[config.mk]
export PLATFORM = sky130hd
export DESIGN_NAME = if_fetch_flat
export DESIGN_NICKNAME = d
export VERILOG_FILES = /design/src/rtl/if_fetch_if.sv /design/src/rtl/if_fetch.sv /design/src/flat_wrapper.sv
export SDC_FILE = /design/constraint.sdc
export NUM_CORES = 1
export LEC_CHECK = 0
export CAP_MARGIN = 25
export CORE_MARGIN = 2
export CORE_UTILIZATION = 38
export DETAILED_ROUTE_END_ITERATION = 6
export GPL_ROUTABILITY_DRIVEN = 0
export PLACE_DENSITY = 0.82
export REMOVE_ABC_BUFFERS = 1
export SETUP_SLACK_MARGIN = 0.5
export SLEW_MARGIN = 30
export SYNTH_ARGS = -nofsm -noshare
export SYNTH_HDL_FRONTEND = slang
export SYNTH_SLANG_ARGS = --single-unit
[constraint.sdc]
create_clock -name clk -period 4.8 [get_ports clk]
set_clock_uncertainty 0.15 [all_clocks]
set_input_delay 1.2 -clock clk [delete_from_list [all_inputs] [get_ports clk]]
set_output_delay 1.2 -clock clk [all_outputs]
set_load 0.1 [all_outputs]
[src/rtl/if_fetch_if.sv]
// Instruction-memory request/response bus between the fetch stage (master) and memory (slave).
interface if_fetch_if #(
    parameter int unsigned XLEN = 64
);
    logic            imem_req_valid_o;
    logic            imem_req_ready_i;
    logic [XLEN-1:0] imem_req_addr_o;
    logic            imem_resp_valid_i;
    logic [63:0]     imem_resp_data_i;
    logic            imem_resp_err_i;

    modport master (
        output imem_req_valid_o,
        output imem_req_addr_o,
        input  imem_req_ready_i,
        input  imem_resp_valid_i,
        input  imem_resp_data_i,
        input  imem_resp_err_i
    );

    modport slave (
        input  imem_req_valid_o,
        input  imem_req_addr_o,
        output imem_req_ready_i,
        output imem_resp_valid_i,
        output imem_resp_data_i,
        output imem_resp_err_i
    );
endinterface

[src/rtl/if_fetch.sv]
// Single-outstanding instruction fetch stage: one doubleword read per PC, 32-bit slot select.
// Optional macro IF_MISALIGN_TRAP_EN: misaligned PCs fault in IDLE without a memory request.
module if_fetch #(
    parameter int unsigned     XLEN     = 64,
    parameter logic [XLEN-1:0] RESET_PC = XLEN'(64'h8000_0000)
) (
    input  logic            clk,
    input  logic            rst,
    input  logic [XLEN-1:0] pc_i,
    input  logic            if_ram_valid_i,
    input  logic            stall_valid_i,
    input  logic            flush_valid_i,
    if_fetch_if.master      imem,
    output logic            inst_valid_o,
    output logic [31:0]     inst_o,
    output logic [XLEN-1:0] inst_pc_o,
    output logic            inst_fault_o,
    output logic            fetch_busy_o
);

    localparam logic [31:0] NOP = 32'h0000_0013;

    typedef enum logic [2:0] {
        S_IDLE  = 3'd0,
        S_REQ   = 3'd1,
        S_WAIT  = 3'd2,
        S_OUT   = 3'd3,
        S_DRAIN = 3'd4
    } state_e;

    state_e          state_q, state_d;
    logic            drop_q, drop_d;
    logic [XLEN-1:0] pc_q, pc_d;
    logic [XLEN-1:0] addr_q, addr_d;
    logic [31:0]     inst_q, inst_d;
    logic            fault_q, fault_d;
    logic            req_valid_q, req_valid_d;
    logic            inst_valid_q, inst_valid_d;
    logic            busy_q, busy_d;

    always_ff @(posedge clk or posedge rst) begin
        if (rst) begin
            state_q      <= S_IDLE;
            drop_q       <= 1'b0;
            pc_q         <= RESET_PC;
            addr_q       <= '0;
            inst_q       <= NOP;
            fault_q      <= 1'b0;
            req_valid_q  <= 1'b0;
            inst_valid_q <= 1'b0;
            busy_q       <= 1'b0;
        end else begin
            state_q      <= state_d;
            drop_q       <= drop_d;
            pc_q         <= pc_d;
            addr_q       <= addr_d;
            inst_q       <= inst_d;
            fault_q      <= fault_d;
            req_valid_q  <= req_valid_d;
            inst_valid_q <= inst_valid_d;
            busy_q       <= busy_d;
        end
    end

    // Next state; status outputs are registered copies of the decoded next state.
    always_comb begin
        state_d = state_q;
        drop_d  = drop_q;
        pc_d    = pc_q;
        addr_d  = addr_q;
        inst_d  = inst_q;
        fault_d = fault_q;

        case (state_q)
            S_IDLE: begin
                if (if_ram_valid_i && !flush_valid_i) begin
                    pc_d    = pc_i;
                    addr_d  = {pc_i[XLEN-1:3], 3'b000};
                    drop_d  = 1'b0;
                    state_d = S_REQ;
`ifdef IF_MISALIGN_TRAP_EN
                    if (pc_i[1:0] != 2'b00) begin
                        addr_d  = addr_q;
                        inst_d  = NOP;
                        fault_d = 1'b1;
                        state_d = S_OUT;
                    end
`else
`endif
                end
            end
            S_REQ: begin
                // A flush never withdraws the request; it only marks the reply for discard.
                if (imem.imem_req_ready_i) begin
                    state_d = (flush_valid_i || drop_q) ? S_DRAIN : S_WAIT;
                    drop_d  = 1'b0;
                end else if (flush_valid_i) begin
                    drop_d = 1'b1;
                end
            end
            S_WAIT: begin
                if (imem.imem_resp_valid_i) begin
                    if (flush_valid_i) begin
                        state_d = S_IDLE;
                    end else begin
                        inst_d  = pc_q[2] ? imem.imem_resp_data_i[63:32]
                                          : imem.imem_resp_data_i[31:0];
                        fault_d = imem.imem_resp_err_i;
                        state_d = S_OUT;
                    end
                end else if (flush_valid_i) begin
                    state_d = S_DRAIN;
                end
            end
            S_DRAIN: begin
                if (imem.imem_resp_valid_i) begin
                    state_d = S_IDLE;
                end
            end
            S_OUT: begin
                if (flush_valid_i || !stall_valid_i) begin
                    state_d = S_IDLE;
                end
            end
            default: state_d = S_IDLE;
        endcase

        req_valid_d  = (state_d == S_REQ);
        inst_valid_d = (state_d == S_OUT);
        busy_d       = (state_d == S_REQ) || (state_d == S_WAIT) || (state_d == S_DRAIN);
    end

    assign imem.imem_req_valid_o = req_valid_q;
    assign imem.imem_req_addr_o  = addr_q;
    assign inst_valid_o          = inst_valid_q;
    assign inst_o                = inst_q;
    assign inst_pc_o             = pc_q;
    assign inst_fault_o          = fault_q;
    assign fetch_busy_o          = busy_q;

endmodule

[src/flat_wrapper.sv]
// flat-port wrapper written by rule: the top's interface ports become plain ports
module if_fetch_flat 
#(
    parameter int unsigned     XLEN     = 64,
    parameter logic [XLEN-1:0] RESET_PC = XLEN'(64'h8000_0000)
)
  (clk, rst, pc_i, if_ram_valid_i, stall_valid_i, flush_valid_i, inst_valid_o, inst_o, inst_pc_o, inst_fault_o, fetch_busy_o, imem_imem_req_valid_o, imem_imem_req_addr_o, imem_imem_req_ready_i, imem_imem_resp_valid_i, imem_imem_resp_data_i, imem_imem_resp_err_i);
  if_fetch_if #(.XLEN(XLEN)) imem_i ();
  input  logic clk;
  input  logic rst;
  input  logic [XLEN-1:0] pc_i;
  input  logic if_ram_valid_i;
  input  logic stall_valid_i;
  input  logic flush_valid_i;
  output logic inst_valid_o;
  output logic [31:0] inst_o;
  output logic [XLEN-1:0] inst_pc_o;
  output logic inst_fault_o;
  output logic fetch_busy_o;
  output wire logic [$bits(imem_i.imem_req_valid_o)-1:0] imem_imem_req_valid_o;
  output wire logic [$bits(imem_i.imem_req_addr_o)-1:0] imem_imem_req_addr_o;
  input wire logic [$bits(imem_i.imem_req_ready_i)-1:0] imem_imem_req_ready_i;
  input wire logic [$bits(imem_i.imem_resp_valid_i)-1:0] imem_imem_resp_valid_i;
  input wire logic [$bits(imem_i.imem_resp_data_i)-1:0] imem_imem_resp_data_i;
  input wire logic [$bits(imem_i.imem_resp_err_i)-1:0] imem_imem_resp_err_i;
  assign imem_imem_req_valid_o = imem_i.imem_req_valid_o;
  assign imem_imem_req_addr_o = imem_i.imem_req_addr_o;
  assign imem_i.imem_req_ready_i = imem_imem_req_ready_i;
  assign imem_i.imem_resp_valid_i = imem_imem_resp_valid_i;
  assign imem_i.imem_resp_data_i = imem_imem_resp_data_i;
  assign imem_i.imem_resp_err_i = imem_imem_resp_err_i;
  if_fetch #(.XLEN(XLEN), .RESET_PC(RESET_PC)) u_core (.clk(clk), .rst(rst), .pc_i(pc_i), .if_ram_valid_i(if_ram_valid_i), .stall_valid_i(stall_valid_i), .flush_valid_i(flush_valid_i), .imem(imem_i), .inst_valid_o(inst_valid_o), .inst_o(inst_o), .inst_pc_o(inst_pc_o), .inst_fault_o(inst_fault_o), .fetch_busy_o(fetch_busy_o));
endmodule
==> results.md <==
* Status: finished, final reports clean
* Htree depth at 3
* Startpoint types: flop
* Tmin final at 3.353 ns
* Post-synthesis async set-or-reset flop share at 1.000
* GRT overflow at 0
* # DRC at 0
* Slew HR at 0.3222
* Final-report hold violation count at 0
* Largest family of logic cells by synthesized area: multiplexers
* Simple logic cell fraction of the synthesized area at 0.04459
* Fin crit share at 0.6986
* Worst setup endpoint: inst_o[4]
* Final ANT Viol Nets at 0
* Most frequent cell after synthesis: dfrtp_1
* Clk buf depth at 2
* Critical Path Max Stage Delay at between 1 and 1.5 ns
* Vias post-DR at around 3,600
* Crit path DAT at ~2.0 ns
* Critical Path RT at about 3.5 ns
* Mapped Area at approximately 5100 sq um
* Worst R2R Path Depth at 3
* Clock sinks at around 110
* EDFF count, synth at 0
* Reported max-cap violation count at 0
* Mean post-synth cell area at 13.47 sq um
* Vias/cell at between 4 and 5
* RSZ-0062 raised after global routing: false
* R2R Path Start: u_core.state_q[2]$_DFF_PP0_
* Post-CTS sizing at 0
* First-pass GRT wire length at just under 20,000 microns
* Reg-to-reg setup timing slack at between 2 and 3 ns
* Synth top cells by count: 101 x dfrtp_1, 64 x buf_4, 51 x mux2_4, 33 x mux2i_1, 33 x nand2_1
* Synth top area share at 0.5004
* Die Wd at ~120 microns
* Num CTS Buffers at 9
* Worst path depth at 1
* Register area share after synthesis at 0.5212
* Synthesized instance count at approximately 380
* Seq cells post-synth at about 110
* Site Rows at 42
* Final WL at approximately 13,000 microns
* Final Util at 0.6078
* Compound-gate portion of the synthesized area at 0.05623
* Top_reg_cell synth: dfrtp_1
* CTS root buf: clkbuf_16
* Max Freq at roughly 300 MHz
* Final net count at 742
* Setup TNS at 0 ns
* Initial DRC count at approximately 130
* Crit path buffers/inverters at 1
* DP HPWL at between 9000 and 10,000 microns
* IO Pins at 300
* Final number of max-transition violations at 0
* CP startpoint: u_core.inst_o[4]$_DFFE_PP1P_
* Crit. End Element: output port
* Post-Synth Adder-Cell Area at 0
* Worst min path class: reg -> reg
* Netlist cell types at 30
* Share of layout cells above drive strength 1 at 0.1866
* Antenna violations before repair at 0
* Synth-to-Final Area Change at 57.44%
* Die height at about 120 microns
* Critical path, cell by cell: clkdlybuf4s50_1
* Initial Utilization at 0.3860
* Synth area leader: dfrtp_1
* TritonCTS clock tree: built
* Post-CTS Hold Buffers at 0
* Vias in the first global route at ~3,800
* Critical path's slowest cell: clkdlybuf4s50_1
* Ant diodes at 0
* IO buf count at between 200 and 300
* WL per Instance at 16.12 microns
* Worst-path clk slew at about 0.070 ns
* Gate family responsible for the most delay along the worst path: buffers and inverters
* Synth Area in XOR/XNOR at 0
* RR Endpoint: u_core.inst_fault_o$_DFFE_PP0P_
* Fill cells at approximately 1,000
* Total GRT Usage at 0.1765
* Mux share of post-synthesis cell area at 0.2504
* Die area at roughly 14,000 sq um
* Setup CP Type: reg -> out
* Worst Hold Depth at 2
* Skew-Pair Late Insertion Delay at about 0.33 ns
* Largest net degree at the start of global routing at 80
* Critical Path Fanout Max at 2
* Pin slew with the least headroom to its limit at about 1.0 ns
* Core area at ~13,000 sq um
* First-pass DRT Iterations at 4
* Ys Warns at 0
* Final setup vio count at 0
* Setup Fix Bufs, Post-CTS at 0
* Dominant cells by area after synthesis: dfrtp_1 50%, mux2_4 15%, buf_4 9.5%
==> per-stage QoR <==
step	std cells	setup WS [ns]	cell area, sq um	hold WS [ns]
floorplan	295	0.6961	4422	0.3583
global placement	771	1.465	7656	0.3109
detailed placement	771	1.363	7656	0.3135
CTS	787	1.424	7950	0.3238
global route	787	1.401	7953	0.3488
finish	787	1.447	7953	0.3222
==> kinds of logic after synthesis <==
family          Yosys count
simple gates             47
flops                   105
other cells               1
mux                      99
buf+inv                  83
compound gates           40
==> layout make-up <==
class	count	area [sq um]	area share
clock buffers	13	270.3	0.03398
clock inverters	3	23.77	0.002989
multi-input cells	189	1793	0.2255
well taps	176	220.2	0.02769
repair buffers	300	3003	0.3776
inverters	1	8.758	0.001101
flip-flops and latches	105	2634	0.3312
==> registers in the layout (all words and copies together), names as in the netlist <==
| name | cells |
|---|---|
| u_core.inst_o | 32 |
| u_core.imem.imem_req_addr_o | 2 |
| u_core.inst_fault_o | 1 |
| u_core.inst_pc_o | 63 |
| u_core.imem.imem_req_valid_o | 1 |
| u_core.state_q | 3 |
| u_core.drop_q | 1 |
| u_core.fetch_busy_o | 1 |
| u_core.inst_valid_o | 1 |
==> routing by layer <==
layer / track usage / share of wire
met5: 0 / 0
met4: 0.05147 / 0.013
met3: 0.04502 / 0.081
met2: 0.3211 / 0.53
met1: 0.2043 / 0.38
==> placed cells by master (no fill, tap or decap), types with 2 or more instances in the layout <==
master,count
a21oi_1,3
buf_4,4
clkbuf_16,9
clkbuf_8,3
clkdlybuf4s50_1,295
clkinvlp_4,2
conb_1,3
dfrtp_1,100
dfstp_2,4
mux2_2,15
mux2_4,51
mux2i_1,33
nand2_1,32
nor2_1,4
nor2b_1,3
o21ai_0,2
o21ai_1,12
o21ai_2,18
o32ai_1,2
==> how the worst min path moves through the flow <==
| stage | from | slack [ns] | endpoint |
|---|---|---|---|
| 6_report | u_core.inst_o[0]$_DFFE_PP1P_ | 0.32 | u_core.inst_o[0]$_DFFE_PP1P_ |
| 5_1_grt | u_core.inst_o[0]$_DFFE_PP1P_ | 0.35 | u_core.inst_o[0]$_DFFE_PP1P_ |
| 4_1_cts | u_core.inst_o[0]$_DFFE_PP1P_ | 0.32 | u_core.inst_o[0]$_DFFE_PP1P_ |
| 3_5_place_dp | u_core.inst_o[0]$_DFFE_PP1P_ | 0.31 | u_core.inst_o[0]$_DFFE_PP1P_ |
| 3_3_place_gp | u_core.inst_o[1]$_DFFE_PP1P_ | 0.31 | u_core.inst_o[1]$_DFFE_PP1P_ |
| 2_1_floorplan | u_core.drop_q$_DFFE_PP0P_ | 0.36 | u_core.state_q[1]$_DFF_PP0_ |
Power is not shown: default switching activity piles up to over one toggle a cycle in this logic, so the estimate is an artifact.
